--- src/rtl/baugh_wooley_mult_pkg.sv ---
// Shared definitions for the Baugh-Wooley signed multiplier.
//   BW_N   : default operand width
//   bw_ref : behavioural signed product, for assertions and scoreboards.
//            Callers sign-extend operands to 32 bits and truncate the
//            64-bit result to 2N bits.
package baugh_wooley_mult_pkg;

  localparam int BW_N = 4;

  function automatic logic signed [63:0] bw_ref(input logic signed [31:0] a,
                                                input logic signed [31:0] b);
    logic signed [63:0] ea;
    logic signed [63:0] eb;
    ea = a;
    eb = b;
    return ea * eb;
  endfunction

endpackage

--- src/rtl/baugh_wooley_mult_bw_cell.sv ---
// One Baugh-Wooley array cell: partial-product gate feeding a full adder.
//   a_bit, b_bit : operand bits forming the partial product
//   inv          : 1 selects NAND, 0 selects AND
//   sum_in       : incoming sum bit at this cell's weight
//   carry_in     : incoming carry bit at this cell's weight
//   sum_out      : sum at this cell's weight
//   carry_out    : carry at the next weight up
module bw_cell
  import baugh_wooley_mult_pkg::*;
(
  input  logic a_bit,
  input  logic b_bit,
  input  logic inv,
  input  logic sum_in,
  input  logic carry_in,
  output logic sum_out,
  output logic carry_out
);

  logic w_pp;

  assign w_pp      = (a_bit & b_bit) ^ inv;
  assign sum_out   = w_pp ^ sum_in ^ carry_in;
  assign carry_out = (w_pp & sum_in) | (w_pp & carry_in) | (sum_in & carry_in);

endmodule

--- src/rtl/baugh_wooley_mult.sv ---
// Signed N x N Baugh-Wooley array multiplier with a registered 2N-bit product.
//   clk   : system clock, rising edge
//   rst_n : asynchronous active-low reset, clears p
//   a, b  : signed two's-complement operands, N bits
//   p     : signed product a*b, 2N bits, one cycle of latency
//
// Structure: row 0 is the bare partial-product row, rows 1..N-1 are
// carry-save rows of bw_cell, and a final ripple row of bw_cell resolves the
// remaining sum/carry vectors into the upper N product bits.
module baugh_wooley_mult
  import baugh_wooley_mult_pkg::*;
#(
  parameter int N = BW_N
)
(
  input  logic           clk,
  input  logic           rst_n,
  input  logic [N-1:0]   a,
  input  logic [N-1:0]   b,
  output logic [2*N-1:0] p
);

  logic [N-1:0]   w_pp0;
  logic [2*N-1:0] w_prod;
  logic [2*N-1:0] r_p;
  logic           w_unused_cout;

  // Row 0: pp[0][j]; only the j = N-1 term is inverted here.
  for (genvar j = 0; j < N; j++) begin : g_pp0
    if (j == N-1) begin : g_nand
      assign w_pp0[j] = ~(a[j] & b[0]);
    end else begin : g_and
      assign w_pp0[j] = a[j] & b[0];
    end
  end

  assign w_prod[0] = w_pp0[0];

  // Carry-save rows. Cell (r,j) sits at weight r+j; it takes the sum from the
  // previous row's cell j+1 and the carry from the previous row's cell j.
  // The leftmost cell of row 1 sits at weight N, so the correction constant
  // at bit N enters there as its sum input.
  for (genvar r = 1; r < N; r++) begin : g_row
    logic [N-1:0] w_s;
    logic [N-1:0] w_c;

    for (genvar j = 0; j < N; j++) begin : g_col
      logic w_sin;
      logic w_cin;

      if (r == 1) begin : g_first
        assign w_cin = 1'b0;
        if (j == N-1) begin : g_corr
          assign w_sin = 1'b1;
        end else begin : g_pp
          assign w_sin = w_pp0[j+1];
        end
      end else begin : g_next
        assign w_cin = g_row[r-1].w_c[j];
        if (j == N-1) begin : g_edge
          assign w_sin = 1'b0;
        end else begin : g_sum
          assign w_sin = g_row[r-1].w_s[j+1];
        end
      end

      // NAND exactly when one (not both) of the indices is the sign position.
      bw_cell u_cell (
        .a_bit     (a[j]),
        .b_bit     (b[r]),
        .inv       ((r == N-1) ^ (j == N-1)),
        .sum_in    (w_sin),
        .carry_in  (w_cin),
        .sum_out   (w_s[j]),
        .carry_out (w_c[j])
      );
    end

    assign w_prod[r] = w_s[0];
  end

  // Final ripple row over weights N..2N-1. The top position adds the
  // correction constant at bit 2N-1 in place of a (non-existent) sum bit.
  // The final carry out is weight 2N and drops out modulo 2^2N.
  for (genvar k = 0; k < N; k++) begin : g_rip
    logic w_x;
    logic w_ci;
    logic w_so;
    logic w_co;

    if (k == N-1) begin : g_msb
      assign w_x = 1'b1;
    end else begin : g_low
      assign w_x = g_row[N-1].w_s[k+1];
    end

    if (k == 0) begin : g_lsb
      assign w_ci = 1'b0;
    end else begin : g_chain
      assign w_ci = g_rip[k-1].w_co;
    end

    bw_cell u_fa (
      .a_bit     (w_x),
      .b_bit     (1'b1),
      .inv       (1'b0),
      .sum_in    (g_row[N-1].w_c[k]),
      .carry_in  (w_ci),
      .sum_out   (w_so),
      .carry_out (w_co)
    );

    assign w_prod[N+k] = w_so;
  end

  assign w_unused_cout = g_rip[N-1].w_co;

  // Output register
  always_ff @(posedge clk or negedge rst_n) begin
    if (!rst_n) begin
      r_p <= '0;
    end else begin
      r_p <= w_prod;
    end
  end

  assign p = r_p;

endmodule

--- config.mk ---
export PLATFORM = sky130hd
export DESIGN_NAME = baugh_wooley_mult
export DESIGN_NICKNAME = d
export VERILOG_FILES = /design/src/rtl/baugh_wooley_mult_pkg.sv /design/src/rtl/baugh_wooley_mult_bw_cell.sv /design/src/rtl/baugh_wooley_mult.sv
export SDC_FILE = /design/constraint.sdc
export NUM_CORES = 1
export LEC_CHECK = 0
export ABC_CLOCK_PERIOD_IN_PS = 800
export BUFFER_PORTS_ARGS = -buffer_cell sky130_fd_sc_hd__buf_4
export CAP_MARGIN = 25
export CORE_ASPECT_RATIO = 1.25
export CORE_UTILIZATION = 58
export CTS_CLUSTER_DIAMETER = 200
export DETAILED_ROUTE_END_ITERATION = 7
export GPL_TIMING_DRIVEN = 0
export PLACE_DENSITY = 0.93
export SETUP_SLACK_MARGIN = 0.5
export SLEW_MARGIN = 15
export SYNTH_ARGS = -nofsm -noshare
export SYNTH_HDL_FRONTEND = slang
export SYNTH_HIERARCHICAL = 1
export SYNTH_SLANG_ARGS = --single-unit
--- constraint.sdc ---
create_clock -name clk -period 0.8 [get_ports clk]
set_input_delay 0.04 -clock clk [delete_from_list [all_inputs] [get_ports clk]]
set_output_delay 0.04 -clock clk [all_outputs]
set_load 0.05 [all_outputs]
# After elaboration in Yosys (flattened, before gate mapping)
# Index checks and enable logic that the tools add are counted.
# classes
div	0
n_mux	0
n_addsub	0
shifts	0
bitwise	92
eq_ne	0
n_reduce_logical	0
n_lt_le_gt_ge	0
mul	0
# ops
cell	count
bitwise AND 1 bit	46
XOR 1 bit	23
OR 1 bit	16
inverter 1 bit	7
# word_totals
in_bits	10
regBits	8
out_inout_bits	8
word_cells	93
rom_bits	0
mem_count	0
mem_bits_rw	0
latch_bits	0

# Longest topological paths before layout
# depth
word_depth	16
mapped_depth	23

# Hierarchy
# The synthesis kept the hierarchy.
# modules_own_cells
module	instances	seq_area_each_um2	area_per_inst_um2	cells_per_inst
bw_cell	16	0.0	47.5	7
baugh_wooley_mult	1	200.2	230.2	14

# Worst setup path before layout
# Ideal clock, no wire load.
# synth_path
path_type	input -> register
startpoint	in a[3]
endpoint	reg r_p[7] (netlist: p[7])
setup_ns	0.114
cell_stages	23
required_time_ns	0.686
n_path_buf	0
setup_slack_ns	-3.220
arrival_time_ns	3.906
path_cell_list	nand2_1 xor2_1 fa_1 inv_1 inv_1 fa_1 inv_1 inv_1 fa_1 inv_1 nand2_1 xor2_1 fa_1 inv_1 inv_1 fa_1 inv_1 inv_1 fa_1 inv_1 inv_1 fa_1 inv_1
# synth_between
word_cells_on_any_way	57
cone_classes	bitwise: 57
# synth_rtl
item	line_no	rtl
from (decl)	baugh_wooley_mult.sv:18	input logic [N-1:0] a,
bitwise AND 1 bit *	baugh_wooley_mult_bw_cell.sv:22	assign w_pp = (a_bit & b_bit) ^ inv;
net g_row[1].w_s[3]	baugh_wooley_mult.sv:44	logic [N-1:0] w_s;
XOR 1 bit * (2 in series)	baugh_wooley_mult_bw_cell.sv:23	assign sum_out = w_pp ^ sum_in ^ carry_in;
net g_row[2].w_s[2]	baugh_wooley_mult.sv:44	
XOR 1 bit * (2 in series)	baugh_wooley_mult_bw_cell.sv:23	
net g_rip[0].w_x	baugh_wooley_mult.sv:86	logic w_x;
bitwise AND 1 bit *	baugh_wooley_mult_bw_cell.sv:24	assign carry_out = (w_pp & sum_in) | (w_pp & carry_in) | (sum_in & carry_in);
net g_rip[0].w_co	baugh_wooley_mult.sv:89	logic w_co;
(+2 left out)	n/a	
OR 1 bit *	baugh_wooley_mult_bw_cell.sv:24	
net g_rip[1].w_co	baugh_wooley_mult.sv:89	
bitwise AND 1 bit	baugh_wooley_mult_bw_cell.sv:24	
OR 1 bit	baugh_wooley_mult_bw_cell.sv:24	
OR 1 bit *	baugh_wooley_mult_bw_cell.sv:24	
net g_rip[2].w_co	baugh_wooley_mult.sv:89	
XOR 1 bit *	baugh_wooley_mult_bw_cell.sv:23	
net g_rip[3].w_so	baugh_wooley_mult.sv:88	logic w_so;
to (signal assigned)	baugh_wooley_mult.sv:123	r_p <= w_prod;
to (decl)	baugh_wooley_mult.sv:25	logic [2*N-1:0] r_p;
# Mark *: on every way through the listed nets, which the timed path passes. The rest lies on a longest branch.

# Final worst setup path
# layout_path
startpoint	in b[1]
endpoint	reg r_p[7] (netlist: p[7])
# layout_between
word_cells_on_any_way	65
cone_classes	bitwise: 65
# layout_rtl
item	line_no	rtl
from (decl)	baugh_wooley_mult.sv:19	input logic [N-1:0] b,
bitwise AND 1 bit *	baugh_wooley_mult_bw_cell.sv:22	
net g_row[1].w_s[3]	baugh_wooley_mult.sv:44	
XOR 1 bit * (2 in series)	baugh_wooley_mult_bw_cell.sv:23	
net g_row[2].w_s[2]	baugh_wooley_mult.sv:44	
XOR 1 bit * (2 in series)	baugh_wooley_mult_bw_cell.sv:23	
net g_rip[0].w_x	baugh_wooley_mult.sv:86	
bitwise AND 1 bit *	baugh_wooley_mult_bw_cell.sv:24	
net g_rip[0].w_co	baugh_wooley_mult.sv:89	
(+2 left out)	n/a	
OR 1 bit *	baugh_wooley_mult_bw_cell.sv:24	
net g_rip[1].w_co	baugh_wooley_mult.sv:89	
bitwise AND 1 bit	baugh_wooley_mult_bw_cell.sv:24	
OR 1 bit	baugh_wooley_mult_bw_cell.sv:24	
OR 1 bit *	baugh_wooley_mult_bw_cell.sv:24	
net g_rip[2].w_co	baugh_wooley_mult.sv:89	
XOR 1 bit *	baugh_wooley_mult_bw_cell.sv:23	
net g_rip[3].w_so	baugh_wooley_mult.sv:88	
# Marks and branches as above.

==> metrics.txt <==
Crit Path Class=primary input to flop; violated checks=negative setup slack; CP required=between 900 and 1000 ps; total power=~3800 uW; clk sinks=8; WL/cell=between 15 and 20 microns; Post-Layout Cell Count=about 200; htree depth=1; # placed instances=around 190; Top-Level Pins=18; I/O Buffers=17; CP max FO=3; Max Clk Rate=0.2508 GHz; Initial Utilization=0.6242; DRT Pass-1 Iters=4; Die X=38.90 microns; Tmin final=approximately 4000 ps; Root Driver=clkbuf_4; met2 Use GR=0.7367; Pleak=0.0008485 uW; MaxCap Viol Count=0; Hold WS=around 92 ps; Core ar.=0.001582 sq mm; GRT Util Overall=0.3592; syn_area_per_cell=7.898 sq um; status=finished with violations; most common cell after layout, fill and taps aside=inv_1; origin of the worst setup path=b[1]; die area=about 0.0019 sq mm; crit path launch type=primary input; Critical Path Sink Type=flop; final worst path period share=4.985; std cell rows=16; share of cells above drive strength 1=0.4689; Critical Path End=p[7]$_DFF_PN0_; max FFs per register=8; die height=48.13 microns; final instance area=between 0.001 and 0.0015 sq mm; HPWL after DPL=1725 microns; Routed Antenna Nets=0; crit path DAT=slightly above 4000 ps; cell count after synthesis=around 130; Via density=roughly 4.6; final WL=between 3000 and 4000 microns; vias in the first global route=roughly 950; Synth Warn #=6; area grow syn2layout=51.33%; Final Hold Viols=0; placed cell areas=0.001275 sq mm; commonest non-fill, non-tap cells in the layout=32 x inv_1, 31 x inv_2, 29 x conb_1, 11 x nand2_1, 11 x xor2_1; final design utilization=0.9446; gr busiest metal=met2; met1 Use GR=0.3383; routed via count=~900; GP Congestion=between 0.7 and 0.8; CTS tree=built; nets=around 200; Setup violations, final=15; total grt overflow=0; power per cell area=2534 mW/mm^2; CTS clk-pin slew, worst paths=about 70 ps; largest net degree at the start of global routing=9; CTS Buffer Depth=2; global-route wire length before repair=between 4000 and 5000 microns; met3 usage=0.04110; RSZ-0062 raised after global routing=true; # diodes=0; Mapped Area=approximately 990 sq um; Iteration-0 DRC Markers=45; CTS buffer count=3; worst hold path class=primary input to flop; Slew Viols, Final=0; DRC violations left=0; initial antenna violation count=0; maximum VDD drop=between 1500 and 2000 uV; fill count=51; PnR worst setup slack=-3188 ps
[critical path, cell delays in order]
cell,delay [ps]
buf_8,90
nand2_4,60
xor2_4,120
fa_1,420
inv_1,90
inv_2,40
fa_1,450
inv_1,90
inv_2,40
fa_1,460
inv_1,90
nand2_2,70
xor2_2,160
fa_2,340
inv_2,60
inv_2,40
fa_2,370
inv_2,70
inv_2,40
fa_2,360
inv_2,60
inv_2,30
fa_1,510
inv_1,50
[stage by stage]
step | setup WS, ps | TNS (ps)
after floorplan | -2726 | -10160
after global placement | -3349 | -13280
after detailed placement | -3515 | -14080
after CTS | -3172 | -12200
after global routing | -3299 | -13080
final | -3188 | -12460
[metal layers]
metal | vias to the layer above | routed length, microns
met4 | 0 | 253
met2 | 73 | 1726
met1 | 420 | 1048
li1 | 379 | -
met3 | 30 | 225
met5 | - | 0
[worst min-delay path by stage]
| stage | startpoint | endpoint | slack (ps) | cells after the start |
|---|---|---|---|---|
| final | b[0] | p[0]$_DFF_PN0_ | 90 | 2 |
| after global routing | b[0] | p[0]$_DFF_PN0_ | 80 | 2 |
| after CTS | a[0] | p[0]$_DFF_PN0_ | 40 | 2 |
| after detailed placement | rst_n | p[0]$_DFF_PN0_ | -140 | 1 |
| after global placement | rst_n | p[7]$_DFF_PN0_ | -140 | 1 |
| after floorplan | rst_n | p[0]$_DFF_PN0_ | -260 | 0 |
[area by class of cell]
| class | instances | area [sq um] | share of cell area |
|---|---|---|---|
| repair buffers | 21 | 220.2 | 0.1474 |
| inverters | 63 | 236.5 | 0.1583 |
| clock buffers | 4 | 26.28 | 0.01759 |
| multi-input cells | 81 | 779.5 | 0.5218 |
| flip-flops and latches | 8 | 209.0 | 0.1399 |
| well taps | 18 | 22.52 | 0.01508 |
[what timing repair did]
action                     in CTS  in global routing
gates resized for setup        40                 12
setup buffers                   2                  1
hold buffers                    1                  0
pin swaps                      12                  5
setup endpoints to repair      15                 15
cloned                          0                  0
hold endpoints to repair        8                  0
[report_power, final]
part,internal [uW],switching (uW)
combinational,998,1750
clock,192,157
sequential,604,85.7
total,1790,1990
Note: power is estimated with default switching activity, not from simulation.
